File: src/rtl/au_result_fifo.sv
// au_result_fifo: show-ahead FIFO buffering arithmetic_unit results
// ({sel, overflow, q} per entry), with sticky overflow tracking.
// Optional feature: define AU_RESULT_FIFO_OV_COUNT_EN to build the
// 8-bit saturating ov_count counter; otherwise ov_count is tied to 0.
//
// Handshake: a transfer happens on a rising edge where valid and ready
// are both 1. in_ready depends only on occupancy (never on out_ready),
// and out_valid depends only on occupancy (never on in_valid).
module au_result_fifo #(
   parameter int WIDTH = 4,
   parameter int DEPTH = 4
) (
   input  logic                      clk,
   input  logic                      rst,
   input  logic                      in_valid,
   output logic                      in_ready,
   input  logic signed [WIDTH-1:0]   in_q,
   input  logic                      in_ov,
   input  logic [1:0]                in_sel,
   output logic                      out_valid,
   input  logic                      out_ready,
   output logic signed [WIDTH-1:0]   out_q,
   output logic                      out_ov,
   output logic [1:0]                out_sel,
   output logic [$clog2(DEPTH):0]    count,
   output logic                      full,
   output logic                      empty,
   input  logic                      clr_ov,
   output logic                      ov_sticky,
   output logic [7:0]                ov_count
);

   localparam int AW = $clog2(DEPTH);
   localparam int CW = AW + 1;
   localparam int EW = WIDTH + 3;

   logic [EW-1:0] mem_q [DEPTH];
   logic [AW-1:0] wr_ptr_q, wr_ptr_d;
   logic [AW-1:0] rd_ptr_q, rd_ptr_d;
   logic [CW-1:0] count_q, count_d;
   logic          ov_sticky_q, ov_sticky_d;
   logic          wr_en, rd_en;
   logic [EW-1:0] head_w;

   assign full      = (count_q == CW'(DEPTH));
   assign empty     = (count_q == '0);
   assign in_ready  = ~full;
   assign out_valid = ~empty;
   assign count     = count_q;
   assign ov_sticky = ov_sticky_q;

   assign wr_en = in_valid & in_ready;
   assign rd_en = out_valid & out_ready;

   // Head entry is masked to zero while empty so outputs are never X,
   // even though the storage array itself is not reset.
   assign head_w  = empty ? '0 : mem_q[rd_ptr_q];
   assign out_q   = head_w[WIDTH-1:0];
   assign out_ov  = head_w[WIDTH];
   assign out_sel = head_w[WIDTH+2:WIDTH+1];

   // Next-state for pointers, occupancy and the sticky flag (set wins over clear).
   always_comb begin
      wr_ptr_d    = wr_ptr_q;
      rd_ptr_d    = rd_ptr_q;
      count_d     = count_q;
      ov_sticky_d = (ov_sticky_q & ~clr_ov) | (wr_en & in_ov);
      if (wr_en) wr_ptr_d = wr_ptr_q + AW'(1);
      if (rd_en) rd_ptr_d = rd_ptr_q + AW'(1);
      case ({wr_en, rd_en})
         2'b10:   count_d = count_q + CW'(1);
         2'b01:   count_d = count_q - CW'(1);
         default: count_d = count_q;
      endcase
   end

   // Control state registers with synchronous reset.
   always_ff @(posedge clk) begin
      if (rst) begin
         wr_ptr_q    <= '0;
         rd_ptr_q    <= '0;
         count_q     <= '0;
         ov_sticky_q <= 1'b0;
      end else begin
         wr_ptr_q    <= wr_ptr_d;
         rd_ptr_q    <= rd_ptr_d;
         count_q     <= count_d;
         ov_sticky_q <= ov_sticky_d;
      end
   end

   // Entry storage: written bit-exact, no reset needed.
   always_ff @(posedge clk) begin
      if (wr_en && !rst) mem_q[wr_ptr_q] <= {in_sel, in_ov, in_q};
   end

`ifdef AU_RESULT_FIFO_OV_COUNT_EN
   logic [7:0] ov_count_q, ov_count_d;

   // Saturating overflow counter; a coinciding clear and overflow write yields 1.
   always_comb begin
      ov_count_d = ov_count_q;
      if (wr_en && in_ov) begin
         if (clr_ov)                  ov_count_d = 8'd1;
         else if (ov_count_q != 8'hFF) ov_count_d = ov_count_q + 8'd1;
      end else if (clr_ov) begin
         ov_count_d = 8'd0;
      end
   end

   // Overflow counter register.
   always_ff @(posedge clk) begin
      if (rst) ov_count_q <= 8'd0;
      else     ov_count_q <= ov_count_d;
   end

   assign ov_count = ov_count_q;
`else
   assign ov_count = 8'd0;
`endif

endmodule
File: config.mk
export PLATFORM = sky130hd
export DESIGN_NAME = au_result_fifo
export DESIGN_NICKNAME = d
export VERILOG_FILES = /design/src/rtl/au_result_fifo.sv
export SDC_FILE = /design/constraint.sdc
export NUM_CORES = 1
export LEC_CHECK = 0
export CAP_MARGIN = 20
export CORE_MARGIN = 4
export CORE_UTILIZATION = 45
export DETAILED_ROUTE_END_ITERATION = 10
export GPL_TIMING_DRIVEN = 0
export HOLD_SLACK_MARGIN = 0.1
export MAX_ROUTING_LAYER = met4
export PLACE_DENSITY = 0.73
export SYNTH_ARGS = -nofsm -noshare
export SYNTH_HDL_FRONTEND = slang
export SYNTH_SLANG_ARGS = --single-unit
File: constraint.sdc
create_clock -name clk -period 5 [get_ports clk]
set_input_delay 0.5 -clock clk [delete_from_list [all_inputs] [get_ports clk]]
set_output_delay 0.5 -clock clk [all_outputs]
set_load 0.03 [all_outputs]
==> run metrics <==
Final nets=about 180; clock edge transition at the registers on the reported setup and hold paths=80 ps; Register Area=1041 um^2; multi-input logic area=roughly 520 um^2; post-CTS sizing=0; Starting Density=0.4798; Area growth, synth to finish=28.33%; Vias=around 950; Worst-Skew Late Latency=around 290 ps; global-route wire length before repair=4.726 mm; initial antenna violation count=0; wire per inst=around 14 um; largest family of logic cells by synthesized area=multiplexers; cts hold-fix bufs=0; outcome=finished, final reports clean; endpoints failing hold=0; DRT Wirelength=about 2.8 mm; Yosys reg bits=38; Syn Inst Count=about 110; Core Box Area=approximately 3400 um^2; CTS Buf Count=5; Final setup viols=0; Ys Warns=0; Post-Synth Adder-Cell Area=0.05000; post-synthesis mux area share=0.1106; Synth Area in Compound Gates=0.02500; Highest Clock Rate=~0.38 GHz; Global Route Usage Sum=0.1513; period utilization=0.5257; worst path required time=approximately 4500 ps; Slew Viols, Final=0; final setup TNS=0 ps; Setup Fix Bufs, Post-CTS=0; pwr dens=between 500 and 600 nW/um^2; Horiz. Die Dim=around 70 um; H-tree depth=2; drc violations=0; boundary pin count=35; RSZ-0062 raised after global routing=false; pin count of the biggest net entering global routing=13; Antenna diodes=0; Arr. time, crit path=2130 ps; fill count=270; CTS tree=done; Synth top area share=0.5091; post-route ant nets=0; Synth Area in Simple Gates=0.09621; Slew HR=0.6293; grt ovf=0; Port-buffer cells=26; Seq/Total Area, Yosys=0.6303; Final min period=between 2000 and 3000 ps; synth top area cells=edfxtp_1 51%, dfxtp_1 12%, mux4_2 9.5%; leak pwr=about 0.0008 uW; die area=approximately 4700 um^2; Clock Sinks=38; startpoint types=register; final setup skew=~10 ps; CTS root buf=clkbuf_8; Distinct cells, synth=28; Synth Area in XOR/XNOR=0.01591; vias in the first global route=just under 1,000; Die H=roughly 70 um; 1st-iter DRT viols=44; First-pass DRT Iterations=4; DP HPWL=about 2.1 mm; row cnt=21; critical path class=reg -> out; Worst setup EP type=output port; post-DR vias/cell=4.662; synthesized area=~1700 um^2; CP Max Fanout=7; leading area contributor after synthesis=edfxtp_1; synthesized area per cell=between 10 and 15 um^2; clock buffer depth=2; GPL Wtd Cong=~0.8; leading cell types in the layout, fill and taps excluded=28 x edfxtp_1, 26 x clkdlybuf4s50_1, 12 x buf_4; share of cells above drive strength 1=0.2089; Worst-Margin Slew=554.9 ps; IR drop worst, VDD=between 0.0002 and 0.00025 V; type of the worst min-delay path=reg -> reg; Worst Hold Slack=490.2 ps; max-cap violation count=0; most common cell after layout, fill and taps aside=edfxtp_1
flip-flops by register name, summed over array words and instances, names as in the netlist, named ones only:
signal	flops
count	3
mem_q	28
ov_sticky	1
rd_ptr_q	2
wr_ptr_q	2
final timing paths:
| path | startpoint | cells after the start | end | slack [ps] |
|---|---|---|---|---|
| min reg2reg | ov_sticky | 2 | ov_sticky | 490 |
| min | ov_sticky | 2 | ov_sticky | 490 |
| max | register | 4 | out_ov | 2370 |
| max reg2reg | count[2] | 9 | count[2] | 2430 |
synth_stat cells (all sizes together):
library cell  number
nor3               1
nor3b              4
nor2               8
nand2              1
edfxtp            28
mux2i              1
o21ai              2
buf               11
mux4               7
o31ai              1
a21oi              3
clkbuf             1
xor2               3
mux2               1
or3                2
and2               1
dfxtp             10
a32oi              1
fa                 1
conb               1
nand2b             2
or3b               1
nor2b              7
inv               10
ha                 5
report_power, final:
part	internal (uW)	leakage (uW)	switching (uW)
Sequential	374	0.000336	26.3
Combinational	221	0.000411	278
Clock	111	0.0000515	107
logic make-up after synthesis:
group	Yosys count
XOR/XNOR	3
other	1
adder cells (fa/ha/maj)	6
AND/OR/NAND/NOR	27
AO/OA/AOI/OAI	7
buffers and inverters	22
flip-flops	38
multiplexers	9
routing by layer:
metal | vias up | routed length [um] | track usage
met5 | - | 0 | -
met4 | 0 | 46 | 0.08189
met3 | 5 | 151 | 0.05348
met2 | 26 | 1345 | 0.2193
met1 | 448 | 1306 | 0.1848
li1 | 472 | - | -
worst max-delay path, stage by stage (launching register included):
cell	delay [ps]
dfxtp_1	310
buf_2	250
mux4_2	540
nor2b_1	140
clkdlybuf4s50_1	590
stage by stage:
stage | area (um^2) | utilization | power (uW) | setup slack, ps | std cells
after detailed placement | 2026 | 0.5885 | 911.9 | 2362 | 196
after CTS | 2120 | 0.6158 | 1128 | 2332 | 204
after floorplan | 1678 | - | 731.1 | 2320 | 120
after global routing | 2120 | 0.6158 | 1185 | 2239 | 204
after global placement | 1996 | 0.5798 | 894.2 | 2304 | 192
final | 2120 | 0.6158 | 1118 | 2371 | 204
area by class of cell:
type | instances | area share
flip-flops and latches | 38 | 0.4911
plain buffers | 12 | 0.03660
repair buffers | 30 | 0.1370
inverters | 10 | 0.01771
clock buffers | 6 | 0.03896
multi-input cells | 60 | 0.2462
well taps | 46 | 0.02715
clock inverters | 2 | 0.005313
No activity file was read; power rests on OpenSTA's default activity.
